===== src/rtl/mips_mem_pkg.sv =====
`default_nettype none
// ==== mips_mem_pkg : shared types for the IF/DM memory-port arbiter ====
// Rev 1.0
package mips_mem_pkg;

  typedef enum logic [1:0] {
    IDLE  = 2'd0,
    ISSUE = 2'd1,
    WAIT  = 2'd2
  } arb_state_t;

  typedef enum logic {
    OWN_DM = 1'b0,
    OWN_IF = 1'b1
  } arb_owner_t;

endpackage
`default_nettype wire


===== src/rtl/mem_port_arbiter_timer.sv =====
`default_nettype none
// ==== mem_latency_timer : load/decrement counter, done when it reaches zero ====
// Rev 1.0
module mem_latency_timer #(
  parameter int MEM_LATENCY = 1
) (
  input  logic clk,
  input  logic reset,
  input  logic load,
  output logic done
);

  localparam int CNT_W = (MEM_LATENCY > 1) ? $clog2(MEM_LATENCY) : 1;
  localparam logic [CNT_W-1:0] LOAD_VAL = CNT_W'(MEM_LATENCY - 1);

  logic [CNT_W-1:0] cnt;

  always_ff @(posedge clk or posedge reset) begin
    if (reset) begin
      cnt <= '0;
    end else if (load) begin
      cnt <= LOAD_VAL;
    end else if (cnt != '0) begin
      cnt <= cnt - CNT_W'(1);
    end
  end

  assign done = (cnt == '0);

endmodule
`default_nettype wire


===== src/rtl/mem_port_arbiter.sv =====
`default_nettype none
// ==== mem_port_arbiter : shares the single-port data memory between IF and DM ====
// Rev 1.0
module mem_port_arbiter
  import mips_mem_pkg::*;
#(
  parameter int ADDR_W       = 32,
  parameter int DATA_W       = 32,
  parameter int MEM_LATENCY  = 1,
  parameter int STARVE_LIMIT = 4
) (
  input  logic              clk,
  input  logic              reset,
  input  logic              if_req,
  input  logic [ADDR_W-1:0] if_addr,
  output logic              if_gnt,
  output logic              if_rvalid,
  output logic [DATA_W-1:0] if_rdata,
  input  logic              dm_req,
  input  logic              dm_we,
  input  logic [ADDR_W-1:0] dm_addr,
  input  logic [DATA_W-1:0] dm_wdata,
  output logic              dm_gnt,
  output logic              dm_rvalid,
  output logic [DATA_W-1:0] dm_rdata,
  output logic              mem_read,
  output logic              mem_write,
  output logic [ADDR_W-1:0] mem_addr,
  output logic [DATA_W-1:0] mem_wdata,
  input  logic [DATA_W-1:0] mem_rdata,
  output logic              busy
);

  localparam int SC_W = $clog2(STARVE_LIMIT + 1);
  localparam logic [SC_W-1:0] STARVE_MAX = SC_W'(STARVE_LIMIT);

  generate
    if (MEM_LATENCY < 1) begin : g_bad_latency
      $error("mem_port_arbiter: MEM_LATENCY must be >= 1");
    end
    if (STARVE_LIMIT < 1) begin : g_bad_starve
      $error("mem_port_arbiter: STARVE_LIMIT must be >= 1");
    end
  endgenerate

  arb_state_t      state, state_nxt;
  arb_owner_t      owner;
  logic [SC_W-1:0] starve_cnt;
  logic            acc_we;
  logic            take, grant_if, grant_dm, lat_done, access_done;
  logic            if_gnt_d, dm_gnt_d, mem_read_d, mem_write_d, if_rvalid_d, dm_rvalid_d;

  // DM wins ties until fetch has lost STARVE_LIMIT cycles in a row
  assign take     = (state == IDLE) && (if_req || dm_req);
  assign grant_if = take && if_req && (!dm_req || (starve_cnt == STARVE_MAX));
  assign grant_dm = take && !grant_if;

  mem_latency_timer #(
    .MEM_LATENCY(MEM_LATENCY)
  ) u_timer (
    .clk  (clk),
    .reset(reset),
    .load (state == ISSUE),
    .done (lat_done)
  );

  always_ff @(posedge clk or posedge reset) begin
    if (reset) begin
      state <= IDLE;
    end else begin
      state <= state_nxt;
    end
  end

  always_comb begin
    state_nxt = state;
    case (state)
      IDLE:    if (take) state_nxt = ISSUE;
      ISSUE:   state_nxt = WAIT;
      WAIT:    if (lat_done) state_nxt = IDLE;
      default: state_nxt = IDLE;
    endcase
  end

  always_comb begin
    access_done = (state == WAIT) && lat_done;
    if_gnt_d    = grant_if;
    dm_gnt_d    = grant_dm;
    mem_read_d  = grant_if || (grant_dm && !dm_we);
    mem_write_d = grant_dm && dm_we;
    if_rvalid_d = access_done && (owner == OWN_IF);
    dm_rvalid_d = access_done && (owner == OWN_DM);
  end

  always_ff @(posedge clk or posedge reset) begin
    if (reset) begin
      if_gnt     <= 1'b0;
      dm_gnt     <= 1'b0;
      mem_read   <= 1'b0;
      mem_write  <= 1'b0;
      if_rvalid  <= 1'b0;
      dm_rvalid  <= 1'b0;
      busy       <= 1'b0;
      if_rdata   <= '0;
      dm_rdata   <= '0;
      mem_addr   <= '0;
      mem_wdata  <= '0;
      owner      <= OWN_DM;
      acc_we     <= 1'b0;
      starve_cnt <= '0;
    end else begin
      if_gnt    <= if_gnt_d;
      dm_gnt    <= dm_gnt_d;
      mem_read  <= mem_read_d;
      mem_write <= mem_write_d;
      if_rvalid <= if_rvalid_d;
      dm_rvalid <= dm_rvalid_d;
      busy      <= (state_nxt != IDLE);

      if (take) begin
        owner     <= grant_if ? OWN_IF : OWN_DM;
        acc_we    <= grant_dm && dm_we;
        mem_addr  <= grant_if ? if_addr : dm_addr;
        mem_wdata <= (grant_dm && dm_we) ? dm_wdata : '0;
      end else if (state == ISSUE) begin
        mem_wdata <= '0;
      end

      if (if_rvalid_d) if_rdata <= mem_rdata;
      if (dm_rvalid_d) dm_rdata <= acc_we ? '0 : mem_rdata;

      if (grant_if) begin
        starve_cnt <= '0;
      end else if (if_req && (starve_cnt != STARVE_MAX) &&
                   (grant_dm || ((state != IDLE) && (owner == OWN_DM)))) begin
        starve_cnt <= starve_cnt + SC_W'(1);
      end
    end
  end

endmodule
`default_nettype wire


===== config.mk =====
export PLATFORM = sky130hd
export DESIGN_NAME = mem_port_arbiter
export DESIGN_NICKNAME = d
export VERILOG_FILES = /design/src/rtl/mips_mem_pkg.sv /design/src/rtl/mem_port_arbiter_timer.sv /design/src/rtl/mem_port_arbiter.sv
export SDC_FILE = /design/constraint.sdc
export NUM_CORES = 1
export LEC_CHECK = 0
export ABC_AREA = 1
export CORE_UTILIZATION = 42
export CTS_BUF_LIST = sky130_fd_sc_hd__clkbuf_8
export DETAILED_ROUTE_END_ITERATION = 16
export HOLD_SLACK_MARGIN = 0.03
export PLACE_DENSITY = 0.79
export RECOVER_POWER = 100
export SKIP_LAST_GASP = 1
export SYNTH_ARGS = -nofsm -noshare
export SYNTH_HDL_FRONTEND = slang
export SYNTH_HIERARCHICAL = 1
export SYNTH_SLANG_ARGS = --single-unit

===== constraint.sdc =====
create_clock -name clk -period 10.2 [get_ports clk]
set_clock_uncertainty 0.15 [all_clocks]
set_input_delay 2.04 -clock clk [delete_from_list [all_inputs] [get_ports clk]]
set_output_delay 2.04 -clock clk [all_outputs]
set_load 0.1 [all_outputs]

==> results.py, run 1 <==
metrics = {
    "drt": {
        "first_pass_iters": 4,
        "route.detailed.drc": 0,
        "detail-route-antenna-nets": 0,
        "via_count": 5216,
        "first_iter_violations": 407,
        "wl_per_cell_um": 14.5,
        "vias_per_cell": 4.80,
        "route.final.wire_length_um": 15800,
    },
    "floorplanning": {
        "dieArea_mm2": 0.0140,
        "start_util_pct": 43.1,
        "ios": 268,
        "core_mm2": 0.0132,
        "die_h_um": 118,
        "die_x_um": 118,
        "num_rows": 42,
    },
    "setup_path": {
        "cpPeakStageDelay_ns": 1.81,
        "cp.required_ns": 10.51,
        "end_kind": "asynchronous set/reset pin",
        "start_kind": "input port",
        "cpMaxStageDelayCell": "clkinvlp_2",
        "worstPathMaxFanout": 75,
        "worst-path-buf-inv": 3,
        "critPathTopFamily": "buffers and inverters",
        "worstPathCellList": "dlygate4sd3_1 -> clkinvlp_2 -> buf_4",
        "critical_path_class": "in2async",
        "worstPathArrival_ns": 5.37,
    },
    "sta": {
        "finalMaxSlewViolations": 144,
        "hold_viol": 0,
        "fin_setup_tns_ns": 0,
        "slew_headroom_pct": -116,
        "fmax_mhz": 198,
        "min_period_ns": 5.05,
        "worstMarginPinSlew_ns": 3.22,
        "layout_setup_ws_ns": 5.15,
        "setup_viol_count_final": 0,
        "grt_setup_unrepaired": "no",
        "finalCritPeriodShare_pct": 49.5,
    },
    "yosys": {
        "syn_area_per_cell_um2": 8.82,
        "syn_nets": 779,
        "yosysWarnings": 6,
        "syn_inst": 644,
        "netlist_area_mm2": 0.00568,
    },
    "layout": {
        "stdcell_count": 1087,
        "antenna_cells": 0,
        "area_growth_pct": 54.1,
        "drive_gt1_share_pct": 3.84,
        "fin_nets": 1035,
    },
    "place": {
        "dp.final_hpwl_um": 10900,
        "port_buffers": 267,
        "place_congestion": 0.811,
        "placed_cells": 1057,
        "pre_cts_slack_ns": 5.98,
    },
    "cts": {
        "insertion_delay_ns": 0.44,
        "postCtsHoldBufs": 0,
        "post_cts_buffers": 0,
        "cts_buffers": 17,
        "clockRootBuffer": "clkbuf_8",
        "cts_tree": "done",
        "htreeDepth": 4,
        "cts_sinks": 142,
        "cts_buffer_depth": 2,
        "clk_pin_slew_ns": 0.07,
        "postCtsResizedCells": 0,
    },
    "worst_hold_path": {
        "hold_class": "reg2reg",
    },
    "global_route": {
        "antenna_found_initial": 0,
        "overflow": 0,
        "grt_pass1_vias": 4978,
        "grt_max_degree": 76,
        "grtUsageTotal_pct": 23.2,
        "grt_pass1_wl_um": 25300,
    },
    "run": {
        "drv_cap": 3,
    },
    "status": {
        "failed_checks": "max-capacitance violations, max-slew violations",
        "status": "finished, violations left",
    },
}
-- sequential cells by signal, summed over array words and instances (netlist names), 2 cells and up --
signal      flops
starve_cnt      3
mem_addr       32
mem_wdata      32
if_rdata       32
state           2
dm_rdata       32
-- stage by stage --
| step | cell area (um2) | hold slack [ns] | utilization, % |
|---|---|---|---|
| CTS | 8780 | 0.334 | 66.6 |
| finish | 8750 | 0.324 | 66.4 |
| global placement | 8430 | 0.311 | 63.9 |
| floorplan | 5680 | 0.345 | - |
| global route | 8750 | 0.346 | 66.4 |
| detailed placement | 8430 | 0.314 | 63.9 |
-- per-layer routing --
layer	wire length, um	vias to the layer above	track usage [%]	share of wire [%]
met5	0	-	0	0
met4	436	0	10.4	2.8
met3	1090	29	6.90	6.9
met2	7680	206	37.3	49
met1	6560	2446	28.8	42
li1	-	2535	-	-
-- path summary, 6_finish.rpt --
| kind | startpoint | to | slack, ns | depth (start not counted) |
|---|---|---|---|---|
| worst max-delay path | reset | if_rdata[21] | 5.15 | 3 |
| worst min-delay path | if_rdata[20] | if_rdata[20] | 0.32 | 2 |
| worst max register to register | owner | if_rdata[30] | 6.36 | 5 |
| worst min register to register | if_rdata[20] | if_rdata[20] | 0.32 | 2 |
| max in group clk | if_req | mem_wdata[23] | 5.43 | 9 |
| min in group asynchronous | reset | mem_wdata[10] | 2.83 | 2 |
-- cells in the final DEF, fill, tap and decap left out, types with 4 or more instances in the layout --
cell,instances
clkinv_2,7
inv_1,13
nand2_1,334
nand3_1,68
clkdlybuf4s50_1,130
dlygate4sd3_1,137
o21ai_0,37
nor2_1,4
dfrtp_1,142
clkbuf_8,18
-- final cells by class --
class	instances	area (um2)
fillers	1105	4440
flip-flops and latches	142	3550
repair buffers	271	2690
multi-input cells	455	1880
clock buffers	18	248
well taps	176	220
clock inverters	12	106
inverters	13	51.3
-- worst reg2reg max path: cells and delay by family (launching register included) --
kind                   cells  cell delay [ns]
DFF                        1             0.76
buffers and inverters      2             2.22
and+or+nand+nor            3             0.58
Power of run 1 is left out: the tool's default activity adds up to more than one toggle a clock period on the data nets, which glitch-free logic cannot reach.
==> run 2: changes to the inputs <==
==> constraint.sdc (replaced) <==
create_clock -name clk -period 4.7 [get_ports clk]
set_clock_uncertainty 0.15 [all_clocks]
set_input_delay 0.94 -clock clk [delete_from_list [all_inputs] [get_ports clk]]
set_output_delay 0.94 -clock clk [all_outputs]
set_load 0.1 [all_outputs]
==> results.py, run 2 (synthesis gave the netlist of run 1 again) <==
metrics = {
    "status": {
        "status": "finished, violations left",
        "failed_checks": "max-capacitance violations, max-slew violations",
    },
    "sta": {
        "fin_setup_tns_ns": 0,
        "slew_headroom_pct": -29.0,
        "setup_viol_count_final": 0,
        "fmax_mhz": 291,
        "finalMaxSlewViolations": 177,
        "hold_viol": 0,
        "min_period_ns": 3.43,
        "grt_setup_unrepaired": "no",
        "finalCritPeriodShare_pct": 73.0,
        "whs_ns": 0.322,
        "worstMarginPinSlew_ns": 1.93,
    },
    "layout": {
        "drive_gt1_share_pct": 3.83,
        "fillers": 1061,
        "fin_nets": 1036,
        "area_growth_pct": 55.8,
        "final_common_cell": "nand2_1",
        "layout_common_cells": "nand2_1, dfrtp_1, dlygate4sd3_1",
        "antenna_cells": 0,
        "design_area_mm2": 0.00885,
        "seqCellArea_mm2": 0.00355,
        "multi_input_area_mm2": 0.00188,
    },
    "global_route": {
        "grt_pass1_wl_um": 25300,
        "antenna_found_initial": 0,
        "grtUsageTotal_pct": 23.2,
        "grt_max_degree": 143,
        "grt_pass1_vias": 5097,
        "overflow": 0,
    },
    "drt": {
        "route.final.wire_length_um": 15400,
        "via_count": 5194,
        "first_pass_iters": 8,
        "route.detailed.drc": 0,
        "detail-route-antenna-nets": 0,
        "first_iter_violations": 419,
        "wl_per_cell_um": 14.1,
        "vias_per_cell": 4.77,
    },
    "worst_hold_path": {
        "hold_class": "reg2reg",
        "min_path_cells": 2,
        "hold_start": "mem_wdata[6]",
        "holdPathEnd": "mem_wdata[6]",
    },
    "floorplanning": {
        "core_mm2": 0.0132,
        "start_util_pct": 43.1,
        "die_h_um": 118,
        "num_rows": 42,
        "ios": 268,
        "die_x_um": 118,
        "dieArea_mm2": 0.0140,
    },
    "place": {
        "dp.final_hpwl_um": 10500,
        "place_area_mm2": 0.00844,
        "place_congestion": 0.800,
        "port_buffers": 267,
    },
    "cts": {
        "clk_pin_slew_ns": 0.07,
        "cts_buffers": 17,
        "cts_tree": "done",
        "htreeDepth": 4,
        "postCtsHoldBufs": 0,
        "cts_sinks": 142,
        "cts_buffer_depth": 2,
        "postCtsResizedCells": 0,
        "clockRootBuffer": "clkbuf_8",
        "insertion_delay_ns": 0.43,
        "post_cts_buffers": 0,
    },
    "setup_path": {
        "worstReg2RegEnd": "dm_rdata[6]",
        "end_kind": "register",
        "r2r-start": "state[0]",
        "worstPathArrival_ns": 3.65,
        "r2r_cells": 6,
        "worstPathMaxFanout": 33,
        "startpoint": "state[0]",
        "critical_path_class": "reg2reg",
        "start_kind": "register",
        "cp.required_ns": 4.92,
        "r2r_slack_ns": 1.27,
    },
    "run": {
        "drv_cap": 2,
    },
}
run 2: cell types whose count changed in the layout (fill, tap and decap cells not counted), sizes merged:
cell / previous run / this run
inv: 14 / 16
clkinvlp: 2 / 1
clkinv: 7 / 2
bufinv: 2 / 4
clkbuf: 21 / 26
run 2: area by class of cell:
type	count	share of cell area [%]
Clock buffer	22	3.42
Multi-Input combinational cell	455	21.2
Timing Repair Buffer	272	30.5
Tap cell	176	2.49
Sequential cell	142	40.1
Inverter	13	0.608
Clock inverter	10	1.63
run 2: per-layer routing:
metal | wire (um) | up-vias | GRT usage [%]
met5 | 0 | - | 0
met4 | 326 | 0 | 10.2
met3 | 975 | 26 | 6.03
met2 | 7540 | 166 | 37.6
met1 | 6570 | 2453 | 29.2
li1 | - | 2549 | -
run 2: worst max-delay path, stage by stage (launching register included):
cell	delay, ns
dfrtp_1	0.41
nor2_1	0.18
nand2_1	0.57
nor2_1	0.90
clkbuf_1	0.83
nand3_1	0.19
nand2_1	0.13
run 2: per-stage QoR:
step	setup slack, ns	utilization, %	cells
floorplan	1.83	-	644
global placement	1.61	64.0	1058
detailed placement	1.57	64.0	1058
CTS	1.60	67.4	1090
global route	0.890	67.1	1090
finish	1.27	67.1	1090
run 2: worst max-delay path by stage:
stage          slack, ns  cells past startpoint       endpoint
2_1_floorplan       1.83                      1         acc_we
3_3_place_gp        1.61                      9  mem_wdata[18]
3_5_place_dp        1.57                      9  mem_wdata[28]
4_1_cts             1.60                      1    mem_addr[5]
5_1_grt             0.89                      7   if_rdata[19]
6_report            1.27                      6    dm_rdata[6]
Power of run 2 is left out for the same reason.
==> run 3: changes to the inputs <==
--- a/config.mk
+++ b/config.mk
@@ -6,11 +6,11 @@
 export NUM_CORES = 1
 export LEC_CHECK = 0
 export ABC_AREA = 1
-export CORE_UTILIZATION = 42
+export CORE_UTILIZATION = 38
 export CTS_BUF_LIST = sky130_fd_sc_hd__clkbuf_8
 export DETAILED_ROUTE_END_ITERATION = 16
 export HOLD_SLACK_MARGIN = 0.03
-export PLACE_DENSITY = 0.79
+export PLACE_DENSITY = 0.75
 export RECOVER_POWER = 100
 export SKIP_LAST_GASP = 1
 export SYNTH_ARGS = -nofsm -noshare
==> constraint.sdc (replaced) <==
create_clock -name clk -period 3.1 [get_ports clk]
set_clock_uncertainty 0.15 [all_clocks]
set_input_delay 0.62 -clock clk [delete_from_list [all_inputs] [get_ports clk]]
set_output_delay 0.62 -clock clk [all_outputs]
set_load 0.1 [all_outputs]
==> results.py, run 3 (synthesis gave the netlist of run 1 again) <==
metrics = {
    "global_route": {
        "overflow": 0,
        "grtUsageTotal_pct": 21.6,
        "grt_pass1_wl_um": 26500,
        "grt_max_degree": 67,
        "grt_pass1_vias": 5227,
        "antenna_found_initial": 0,
    },
    "sta": {
        "finalMaxSlewViolations": 0,
        "fin_setup_tns_ns": 0,
        "min_period_ns": 2.50,
        "worstMarginPinSlew_ns": 1.30,
        "hold_viol": 0,
        "slew_headroom_pct": 13.9,
        "grt_setup_unrepaired": "no",
        "fmax_mhz": 400,
        "setup_viol_count_final": 0,
        "finalCritPeriodShare_pct": 80.7,
    },
    "drt": {
        "route.detailed.drc": 0,
        "via_count": 5210,
        "first_pass_iters": 4,
        "route.final.wire_length_um": 15800,
        "vias_per_cell": 4.72,
        "detail-route-antenna-nets": 0,
        "wl_per_cell_um": 14.3,
        "first_iter_violations": 269,
    },
    "status": {
        "status": "finished, final reports clean",
    },
    "worst_hold_path": {
        "hold_class": "reg2reg",
    },
    "layout": {
        "antenna_cells": 0,
        "fin_nets": 1042,
        "layout_common_cells": "nand2_1, dfrtp_1, clkbuf_1",
        "drive_gt1_share_pct": 5.22,
        "final_common_cell": "nand2_1",
        "stdcell_count": 1104,
        "area_growth_pct": 40.7,
        "design_area_mm2": 0.00799,
    },
    "cts": {
        "cts_buffers": 17,
        "cts_buffer_depth": 2,
        "postCtsResizedCells": 0,
        "cts_sinks": 142,
        "clockRootBuffer": "clkbuf_8",
        "postCtsHoldBufs": 0,
        "clk_pin_slew_ns": 0.08,
        "htreeDepth": 4,
        "cts_tree": "done",
        "insertion_delay_ns": 0.44,
        "post_cts_buffers": 0,
    },
    "setup_path": {
        "critPathTopFamily": "buffers and inverters",
        "critical_path_class": "reg2out",
        "worstPathCellList": "clkbuf_1",
        "worstPathArrival_ns": 1.73,
        "cp.required_ns": 2.33,
        "start_kind": "register",
        "cpPeakStageDelay_ns": 0.89,
        "worstPathMaxFanout": 2,
        "worst-path-buf-inv": 1,
        "cpMaxStageDelayCell": "clkbuf_1",
        "end_kind": "output port",
    },
    "floorplanning": {
        "dieArea_mm2": 0.0154,
        "num_rows": 44,
        "core_mm2": 0.0145,
        "start_util_pct": 39.1,
        "die_h_um": 124,
        "ios": 268,
        "die_x_um": 124,
    },
    "place": {
        "port_buffers": 267,
        "dp.final_hpwl_um": 11100,
        "placed_cells": 1072,
        "place_area_mm2": 0.00817,
        "place_congestion": 0.771,
    },
    "run": {
        "drv_cap": 0,
    },
}
-- run 3: final cells by class --
class	count	area (um2)
Tap cell	184	230
Clock inverter	13	100
Fill cell	1469	6540
Timing Repair Buffer	278	1920
Sequential cell	142	3550
Inverter	13	51.3
Clock buffer	19	262
Multi-Input combinational cell	455	1880
-- run 3: routing by layer --
layer / global-route usage, % / vias to the layer above / part of all wire (%)
met2: 33.5 / 220 / 48
met5: 0 / - / 0
met3: 6.10 / 37 / 7.1
met4: 10.1 / 0 / 3.2
li1: - / 2553 / -
met1: 27.9 / 2400 / 42
-- run 3: worst paths after layout --
kind | slack [ns] | cells after the start | end | from
max in group asynchronous | 0.88 | 3 | dm_rdata[30] | reset
min reg2reg | 0.33 | 2 | mem_wdata[18] | mem_wdata[18]
min in group asynchronous | 0.56 | 2 | mem_addr[17] | reset
min | 0.33 | 2 | mem_wdata[18] | mem_wdata[18]
max | 0.60 | 1 | mem_addr[9] | mem_addr[9]
max reg2reg | 0.72 | 7 | dm_rdata[21] | state[0]
-- run 3: metrics by stage --
stage | setup WS, ns | hold slack, ns | utilization [%]
floorplan | 0.553 | 0.345 | -
global placement | 0.685 | 0.314 | 56.2
detailed placement | 0.619 | 0.316 | 56.2
CTS | 1.04 | 0.335 | 58.7
global route | 0.500 | 0.345 | 55.0
finish | 0.597 | 0.327 | 55.0
Power of run 3 is left out for the same reason.
